[config.mk]
export PLATFORM = sky130hd
export DESIGN_NAME = colision_nivel
export DESIGN_NICKNAME = d
export VERILOG_FILES = /design/src/rtl/colision_nivel_pkg.sv /design/src/rtl/colision_nivel_contador_pausa.sv /design/src/rtl/colision_nivel.sv
export SDC_FILE = /design/constraint.sdc
export NUM_CORES = 1
export LEC_CHECK = 0
export BUFFER_PORTS_ARGS = -buffer_cell sky130_fd_sc_hd__buf_2
export CELL_PAD_IN_SITES_DETAIL_PLACEMENT = 1
export CELL_PAD_IN_SITES_GLOBAL_PLACEMENT = 1
export CORE_MARGIN = 2
export CORE_UTILIZATION = 26
export DETAILED_ROUTE_END_ITERATION = 10
export PLACE_DENSITY_LB_ADDON = 0.1
export SLEW_MARGIN = 0
export SYNTH_ARGS = -nofsm -noshare
export SYNTH_HDL_FRONTEND = slang
export SYNTH_SLANG_ARGS = --single-unit
[constraint.sdc]
create_clock -name COL_CLOCK -period 2.45 [get_ports COL_CLOCK]
set_input_delay 0.49 -clock COL_CLOCK [delete_from_list [all_inputs] [get_ports COL_CLOCK]]
set_output_delay 0.49 -clock COL_CLOCK [all_outputs]
set_load 0.01 [all_outputs]
[src/rtl/colision_nivel_pkg.sv]
// Shared game parameters for the frog game: state encodings, initial lives,
// pause length and level codes used by the collision/level controller and the vehicle block.
package colision_nivel_pkg;

    typedef enum logic [2:0] {
        INICIO = 3'd0,
        JUEGO  = 3'd1,
        CHOQUE = 3'd2,
        NIVEL  = 3'd3,
        FIN    = 3'd4,
        GANO   = 3'd5
    } estado_t;

    localparam int VIDAS_INI_DEF    = 3;
    localparam int PAUSA_CICLOS_DEF = 16;

    // Level codes 0..3 stand for levels 1..4.
    localparam int NV_INI = 0;
    localparam int NV_MAX = 3;

    localparam logic [2:0] ROW_LANE_MAX = 3'd5;
    localparam logic [2:0] ROW_SALIDA   = 3'd6;
    localparam logic [2:0] ROW_META     = 3'd7;

endpackage

[src/rtl/colision_nivel_contador_pausa.sv]
// Pause counter: loads a start value, counts down to zero and holds there,
// flagging zero so the controller knows when a pause has run its length.
module colision_nivel_contador_pausa #(
    parameter int W = 4
) (
    input  logic         clk,
    input  logic         rst,
    input  logic         load_i,
    input  logic [W-1:0] load_val_i,
    input  logic         dec_i,
    output logic         zero_o
);

    logic [W-1:0] cnt_d, cnt_q;

    // NOTE: cnt_d gets its hold value first, so every path assigns it and no latch is inferred.
    always_comb begin
        cnt_d = cnt_q;
        if (load_i) begin
            cnt_d = load_val_i;
        end else if (dec_i && (cnt_q != '0)) begin
            cnt_d = cnt_q - W'(1);
        end
    end

    // NOTE: registers use <= so every flop samples pre-edge values regardless of block order.
    always_ff @(posedge clk or posedge rst) begin
        if (rst) begin
            cnt_q <= '0;
        end else begin
            cnt_q <= cnt_d;
        end
    end

    assign zero_o = (cnt_q == '0);

endmodule

[src/rtl/colision_nivel.sv]
// Collision and level controller: detects frog/vehicle hits, tracks lives and
// level, and sequences the INICIO/JUEGO/CHOQUE/NIVEL/FIN/GANO game states.
module colision_nivel
    import colision_nivel_pkg::*;
#(
    parameter int VIDAS_INI        = VIDAS_INI_DEF,
    parameter int PAUSA_CICLOS     = PAUSA_CICLOS_DEF,
    parameter int DATAWIDTH_BUS    = 8,
    parameter int DATAWIDTH_NVL    = 2,
    parameter int DATAWIDTH_ESTADO = 3
) (
    input  logic                        COL_CLOCK,
    input  logic                        COL_RESET,
    input  logic [DATAWIDTH_BUS-1:0]    COL_REG_0_IN,
    input  logic [DATAWIDTH_BUS-1:0]    COL_REG_1_IN,
    input  logic [DATAWIDTH_BUS-1:0]    COL_REG_2_IN,
    input  logic [DATAWIDTH_BUS-1:0]    COL_REG_3_IN,
    input  logic [DATAWIDTH_BUS-1:0]    COL_REG_4_IN,
    input  logic [DATAWIDTH_BUS-1:0]    COL_REG_5_IN,
    input  logic [2:0]                  COL_FROG_ROW_IN,
    input  logic [2:0]                  COL_FROG_COL_IN,
    input  logic                        COL_START_IN,
    output logic [DATAWIDTH_NVL-1:0]    COL_NV_OUT,
    output logic [DATAWIDTH_ESTADO-1:0] COL_ESTADO_OUT,
    output logic                        COL_CN_OUT,
    output logic                        COL_CHOQUE_OUT,
    output logic                        COL_FROG_RST_OUT,
    output logic [1:0]                  COL_VIDAS_OUT
);

    localparam int CNT_W = (PAUSA_CICLOS > 1) ? $clog2(PAUSA_CICLOS) : 1;
    localparam logic [CNT_W-1:0] CNT_CARGA = CNT_W'(PAUSA_CICLOS - 1);

    estado_t                  state_d, state_q;
    logic [DATAWIDTH_NVL-1:0] nv_d, nv_q;
    logic [1:0]               vidas_d, vidas_q;
    logic                     cn_d, cn_q;
    logic                     choque_d, choque_q;
    logic                     frog_rst_d, frog_rst_q;

    logic                     cnt_load, cnt_dec, cnt_zero;
    logic [DATAWIDTH_BUS-1:0] lane;
    logic                     hit;

    colision_nivel_contador_pausa #(
        .W (CNT_W)
    ) u_contador_pausa (
        .clk        (COL_CLOCK),
        .rst        (COL_RESET),
        .load_i     (cnt_load),
        .load_val_i (CNT_CARGA),
        .dec_i      (cnt_dec),
        .zero_o     (cnt_zero)
    );

    always_comb begin
        lane = '0;
        case (COL_FROG_ROW_IN)
            3'd0:    lane = COL_REG_0_IN;
            3'd1:    lane = COL_REG_1_IN;
            3'd2:    lane = COL_REG_2_IN;
            3'd3:    lane = COL_REG_3_IN;
            3'd4:    lane = COL_REG_4_IN;
            3'd5:    lane = COL_REG_5_IN;
            default: lane = '0;
        endcase
    end

    // Rows 6 and 7 are safe ground; lanes only matter while actually playing.
    assign hit = (state_q == JUEGO) && (COL_FROG_ROW_IN <= ROW_LANE_MAX)
                 && lane[COL_FROG_COL_IN];

    always_comb begin
        state_d    = state_q;
        nv_d       = nv_q;
        vidas_d    = vidas_q;
        cn_d       = 1'b0;
        choque_d   = 1'b0;
        frog_rst_d = 1'b0;
        cnt_load   = 1'b0;
        cnt_dec    = 1'b0;

        case (state_q)
            INICIO, FIN, GANO: begin
                if (COL_START_IN) begin
                    state_d    = JUEGO;
                    vidas_d    = 2'(VIDAS_INI);
                    nv_d       = DATAWIDTH_NVL'(NV_INI);
                    cn_d       = 1'b1;
                    frog_rst_d = 1'b1;
                end
            end
            JUEGO: begin
                if (hit) begin
                    state_d    = CHOQUE;
                    vidas_d    = (vidas_q != 2'd0) ? vidas_q - 2'd1 : 2'd0;
                    choque_d   = 1'b1;
                    frog_rst_d = 1'b1;
                    cnt_load   = 1'b1;
                end else if (COL_FROG_ROW_IN == ROW_META) begin
                    // Clearing the last level ends the game without a pause.
                    if (nv_q == DATAWIDTH_NVL'(NV_MAX)) begin
                        state_d = GANO;
                    end else begin
                        state_d    = NIVEL;
                        nv_d       = nv_q + DATAWIDTH_NVL'(1);
                        cn_d       = 1'b1;
                        frog_rst_d = 1'b1;
                        cnt_load   = 1'b1;
                    end
                end
            end
            CHOQUE: begin
                if (cnt_zero) begin
                    state_d = (vidas_q == 2'd0) ? FIN : JUEGO;
                end else begin
                    cnt_dec = 1'b1;
                end
            end
            NIVEL: begin
                if (cnt_zero) begin
                    state_d = JUEGO;
                end else begin
                    cnt_dec = 1'b1;
                end
            end
            default: state_d = INICIO;
        endcase
    end

    always_ff @(posedge COL_CLOCK or posedge COL_RESET) begin
        if (COL_RESET) begin
            state_q    <= INICIO;
            nv_q       <= DATAWIDTH_NVL'(NV_INI);
            vidas_q    <= 2'(VIDAS_INI);
            cn_q       <= 1'b0;
            choque_q   <= 1'b0;
            frog_rst_q <= 1'b0;
        end else begin
            state_q    <= state_d;
            nv_q       <= nv_d;
            vidas_q    <= vidas_d;
            cn_q       <= cn_d;
            choque_q   <= choque_d;
            frog_rst_q <= frog_rst_d;
        end
    end

    assign COL_NV_OUT       = nv_q;
    assign COL_ESTADO_OUT   = DATAWIDTH_ESTADO'(state_q);
    assign COL_CN_OUT       = cn_q;
    assign COL_CHOQUE_OUT   = choque_q;
    assign COL_FROG_RST_OUT = frog_rst_q;
    assign COL_VIDAS_OUT    = vidas_q;

endmodule
======== Word-level counts from Yosys, hierarchy flattened ========
Cells that the tools add are included.
storage, ports and cells
  bits in latches ......................... 0
  memory bits (read-only) ................. 0
  output and inout port bits .............. 10
  bits in writable memories ............... 0
  memories kept ........................... 0
  register bits ........................... 14
cells by class
  $mul .................................... 0
  reductions and logical operators ........ 16
  shift-type cells ........................ 0
  add/sub/neg operators ................... 3
  divide/modulo/power cells ............... 0
  magnitude comparators ................... 2
  eq/ne operators ......................... 20
  multiplexer cells ....................... 34
  bitwise gates (word level) .............. 0
operators with widths
  kind                   count
  $pmux W8 S6            1
  $mux W3                7
  $eq A3 B3 Y1 const B   5
  $mux W2                7
  $eq A3 B2 Y1 const B   4
  $ne A2 B2 Y1 const B   6
  $pmux W3 S4            1
  $mux W1                11
  $mux W4                2
  $pmux W2 S2            2
  $eq A3 B1 Y1 const B   2
  $logic_not A3 Y1       2
  $reduce_bool A2 Y1     3
  $reduce_and A5 Y1      1
  $logic_not A4 Y1       1
  $lt A3 B4 Y1 const B   1
  $pmux W1 S2            2
  $reduce_and A4 Y1      1
  $reduce_bool A4 Y1     1
  $sub A4 B1 Y4 const B  1
  $bmux W1 S3            1
  $le A3 B3 Y1 const B   1
  $logic_and A1 B1 Y1    3
  $ne A3 B2 Y1 const B   1
  other kinds (8)        8

======== Longest topological paths before layout ========
  depth in word-level cells ............... 8
  gate-level depth with buffers ........... 9
  mapped depth without buffers ............ 7

======== Modules after synthesis ========
From an unflattened synthesis, not the netlist that was laid out.
unflattened totals
  cells, all modules ...................... 149
  area, all modules ....................... 1351.3 um^2
modules (own cells, without submodules)
  module                         instances  area each (um^2)  sequential area each (um^2)  cells an instance
  colision_nivel                 1          1089.8            252.7                        121
  colision_nivel_contador_pausa  1          261.5             100.1                        28

======== Worst setup path after synthesis ========
OpenSTA, ideal clock, no wires.
  path type ............................... input to register
  start point ............................. in COL_FROG_ROW_IN[0]
  end point ............................... reg u_contador_pausa.cnt_q[2]
  data required time ...................... 2319 ps
  stages .................................. 7
  path buffers ............................ 1
  slack ................................... 138 ps
  arrival ................................. 2181 ps
  cell sequence ........................... buf_6 mux4_2 or3_1 a31o_1 o21ai_4 inv_4 or3_1
between the ends
  word-level cells in the longest chain between the ends .. 8
  elaborated cells on any way between the ends .. 18
  classes of those cells .................. order compare (1); eq/ne (6); mux (7); reduce/logical (4)
RTL lines
  element                                        RTL line                             text
  from (decl)                                    colision_nivel.sv:20                 input logic [2:0] COL_FROG_ROW_IN,
  $eq A3 B3 Y1 (tied with other cells)           colision_nivel.sv:58                 case (COL_FROG_ROW_IN)
  $pmux W8 S6                                    colision_nivel.sv:58
  $bmux W1 S3                                    colision_nivel.sv:71                 && lane[COL_FROG_COL_IN];
  $mux W1 (implied by the code)                  colision_nivel.sv:71
  $logic_and A1 B1 Y1                            colision_nivel.sv:71
  $mux W1 *                                      colision_nivel.sv:94                 if (hit) begin
  $mux W1 *                                      colision_nivel.sv:83                 case (state_q)
  $mux W4 or $reduce_bool A2 Y1 (tied branches)  --
  to (signal assigned)                           colision_nivel_contador_pausa.sv:31  cnt_q <= cnt_d;
  to (decl)                                      colision_nivel_contador_pausa.sv:14  logic [W-1:0] cnt_d, cnt_q;
Mark *: on every way between the ends. The rest lies on a longest branch, timed or not. The select of a mux whose other input is x is not followed.
A chain may end at the register's enable or synchronous reset.

======== Final worst setup path ========
  start point ............................. in COL_FROG_ROW_IN[0]
  end point ............................... reg state_q[0] (netlist: COL_ESTADO_OUT[0])
between the ends
  word-level cells in the longest chain between the ends .. 7
  elaborated cells on any way between the ends .. 17
  classes of those cells .................. order compare (1); eq/ne (7); mux (5); reduce/logical (4)
RTL lines
  element                                                            RTL line               text
  $eq A3 B3 Y1 (tied with other cells)                               colision_nivel.sv:58
  $pmux W8 S6                                                        colision_nivel.sv:58
  $bmux W1 S3                                                        colision_nivel.sv:71
  $mux W1 (implied by the code)                                      colision_nivel.sv:71
  $logic_and A1 B1 Y1                                                colision_nivel.sv:71
  $ne A3 B2 Y1 (no source line) or $mux W3 (tied branches)           --
  $reduce_and A4 Y1 (no source line) or $pmux W3 S4 (tied branches)  --
  to (signal assigned)                                               colision_nivel.sv:140  state_q <= state_d;
  to (decl)                                                          colision_nivel.sv:34   estado_t state_d, state_q;
Several ways; a longest one is shown, not always the timed one. The select of a mux whose other input is x is not followed.

==> load_flow_metrics.sql <==
INSERT INTO impl_metrics (metric_group, metric, value, unit) VALUES
('status', 'outcome', 'finished clean', ''),
('setup_path', 'critical_path.startpoint_type', 'input port', ''),
('sta', 'timing.max_slew.rel_slack', '60.5', '%'),
('clocking', 'clk_buf_depth', '2', ''),
('floorplan', 'die-width', '71.9', 'um'),
('global_routing', 'first_global_vias', '1415', ''),
('power', 'post-layout-total-power', '1.31', 'mW'),
('detailed_routing', 'via_per_inst', '5.15', ''),
('synth', 'synth-async-reset-ratio', '100', '%'),
('clocking', 'cts_resized', '0', ''),
('synth', 'most_frequent_cell_after_synthesis', 'sky130_fd_sc_hd__nand2_1', ''),
('synth', 'synth_common_cells', 'sky130_fd_sc_hd__nand2_1 (13), sky130_fd_sc_hd__dfrtp_1 (12), sky130_fd_sc_hd__a21oi_1 (8), sky130_fd_sc_hd__inv_1 (8), sky130_fd_sc_hd__mux2i_1 (8)', ''),
('detailed_routing', 'finalWirelength', '3.97', 'mm'),
('clocking', 'cts_post_setup_buffers_inserted', '0', ''),
('sta', 'timing_hold_violations_final', '0', ''),
('cells_and_area', 'layout-area-overhead-vs-synth', '41.8', '%'),
('detailed_routing', 'drt_iter0_drc', '68', ''),
('sta', 'timing.clock.skew', '0.00653', 'ns'),
('placed_design', 'placedInstanceArea', '1640', 'sq um'),
('synth', 'synth_cells', '128', ''),
('setup_path', 'end_kind', 'register', ''),
('detailed_routing', 'dr.pass1.iters', '4', ''),
('synth', 'sequential_cell_area_fraction_in_the_yosys_report', '29.5', '%'),
('global_routing', 'grt_util_all_layers', '15.9', '%'),
('global_routing', 'grt_overflow', '0', ''),
('setup_path', 'rr_startpoint', 'COL_ESTADO_OUT[1]', ''),
('detailed_routing', 'routed_wire_length_per_instance', '15.5', 'um'),
('setup_path', 'worstPathArrival', '2.40', 'ns'),
('floorplan', 'initial_core_util', '27.3', '%'),
('detailed_routing', 'remaining_design_rule_violation_count', '0', ''),
('placed_design', 'place.gp.congestion', '0.763', ''),
('setup_path', 'timing.setup.critical_path_class', 'input port to register', ''),
('global_routing', 'grt_pass1_wl', '6.51', 'mm'),
('floorplan', 'io_pins', '67', ''),
('synth', 'yosysWarnings', '0', ''),
('global_routing', 'antenna_found_initial', '0', ''),
('clocking', 'h_tree_lvls', '1', ''),
('synth', 'synth_top_flop_cell', 'sky130_fd_sc_hd__dfrtp_1', ''),
('setup_path', 'r2r.worst_path.cells', '7', ''),
('clocking', 'clkLatencyLatePin', '0.25', 'ns'),
('job', 'max_cap_viol', '0', ''),
('clocking', 'numCtsBuffers', '3', ''),
('global_routing', 'grt_max_degree', '15', ''),
('detailed_routing', 'vias_after_detailed_routing', '1319', ''),
('clocking', 'tritoncts', 'done', ''),
('clocking', 'postCtsHoldBufs', '0', ''),
('clocking', 'cts_root_buffer', 'sky130_fd_sc_hd__clkbuf_8', ''),
('floorplan', 'core', '4380', 'sq um'),
('sta', 'rsz_0062_raised_after_global_routing', 'false', ''),
('cells_and_area', 'n_antenna_cell', '0', ''),
('power', 'power_per_cell_area', '770', 'nW/um^2'),
('placed_design', 'numPortBuffers', '66', ''),
('synth', 'ys_ff_latch', '14', ''),
('power', 'ir_worst_vdd', '220', 'uV'),
('sta', 'fmax', '0.441', 'GHz'),
('placed_design', 'place_ws', '-0.0788', 'ns'),
('sta', 'timing.final.crit_period', '2.27', 'ns'),
('sta', 'report.final.slew_viol_count', '0', ''),
('floorplan', 'std_cell_rows', '24', ''),
('setup_path', 'critical_path.max_fanout', '9', ''),
('floorplan', 'fp.dieArea', '5160', 'sq um'),
('synth', 'post_synthesis_cell_area', '1200', 'sq um'),
('clocking', 'cts.reportedPaths.clkPinSlew', '0.06', 'ns'),
('cells_and_area', 'post-route-cell-area', '1700', 'sq um'),
('synth', 'synth-edff-count', '0', ''),
('synth', 'ys_types', '47', ''),
('sta', 'setup_slack', '0.182', 'ns'),
('setup_path', 'critPathRequiredTime', '2.58', 'ns'),
('detailed_routing', 'antenna_violating_nets_remaining', '0', ''),
('synth', 'synth_fp_nets', '187', ''),
('sta', 'fin_hold_ws', '0.284', 'ns');
## critical path: stages
cell and delay, ns:
sky130_fd_sc_hd__buf_2 0.17, sky130_fd_sc_hd__or3b_1 0.37, sky130_fd_sc_hd__a21oi_1 0.15, sky130_fd_sc_hd__a2111oi_0 0.10
sky130_fd_sc_hd__o41ai_2 0.52, sky130_fd_sc_hd__o21ai_4 0.10, sky130_fd_sc_hd__buf_4 0.19, sky130_fd_sc_hd__a221o_1 0.32
## per-stage QoR
| stage | setup TNS [ns] | cells | util, % |
|---|---|---|---|
| floorplan | 0 | 128 | - |
| global placement | 0 | 252 | 37.5 |
| detailed placement | -0.158 | 252 | 37.5 |
| CTS | 0 | 256 | 38.7 |
| global route | 0 | 256 | 38.7 |
| finish | 0 | 256 | 38.7 |
## cells in the final DEF, fill, tap and decap left out, drive strengths merged, types with 3 or more instances in the layout
cell,synthesis,routed
nor3,3,3
a21oi,8,8
nand2,13,13
mux4,6,6
buf,6,78
nand3b,4,4
nand3,6,6
dfrtp,12,12
nor2,6,6
and2,3,3
o21ai,3,3
o211ai,4,4
clkbuf,0,4
o2111ai,3,3
mux2i,8,8
inv,10,10
a31oi,3,3
## worst max path at each step
stage                                      to  depth (start not counted)          startpoint  slack [ns]
floorplan           u_contador_pausa.cnt_q[2]                          7  COL_FROG_ROW_IN[0]        0.14
global placement            COL_ESTADO_OUT[0]                          8  COL_FROG_ROW_IN[0]       0.008
detailed placement          COL_ESTADO_OUT[0]                          8  COL_FROG_ROW_IN[0]       -0.08
CTS                         COL_ESTADO_OUT[0]                          8  COL_FROG_ROW_IN[0]        0.17
global route                COL_ESTADO_OUT[0]                          8  COL_FROG_ROW_IN[0]        0.09
finish                      COL_ESTADO_OUT[0]                          8  COL_FROG_ROW_IN[0]        0.18
## area by class of cell
cell class / count / area [sq um]
fillers: 545 / 2690
inverters: 10 / 40.0
clock buffers: 4 / 55.1
well taps: 52 / 65.1
flip-flops and latches: 14 / 353
repair buffers: 78 / 420
multi-input cells: 98 / 764
## layer usage
layer | track usage (%) | part of all wire (%)
met1 | 20.8 | 46
met2 | 27.6 | 48
met3 | 3.66 | 4.9
met4 | 1.89 | 0.40
met5 | 0 | 0
## flip-flops by register name, indices dropped and copies added (netlist names)
register / count
COL_VIDAS_OUT: 2
COL_CHOQUE_OUT: 1
COL_ESTADO_OUT: 3
COL_CN_OUT: 1
COL_NV_OUT: 2
COL_FROG_RST_OUT: 1
u_contador_pausa.cnt_q: 4
## power breakdown
group          internal (mW)  leakage [nW]  switching [mW]  total (mW)
Clock                  0.142        0.0288          0.0834       0.226
Sequential             0.340         0.165          0.0908       0.431
Combinational          0.301         0.641           0.350       0.650
## logic make-up (layout without fill, tap and decap cells)
logic type                 Yosys count  after routing  share of synthesized area (%)
AOI/OAI and AO/OA                   35             35                           22.7
buffers and inverters               16             92                           6.69
xor gates and xnor gates             1              1                          0.732
DFF                                 14             14                           29.5
muxes                               15             15                           18.9
and+or+nand+nor                     45             45                           19.4
adders and majority gates            2              2                           2.09
No activity file was read; power rests on OpenSTA's default activity.
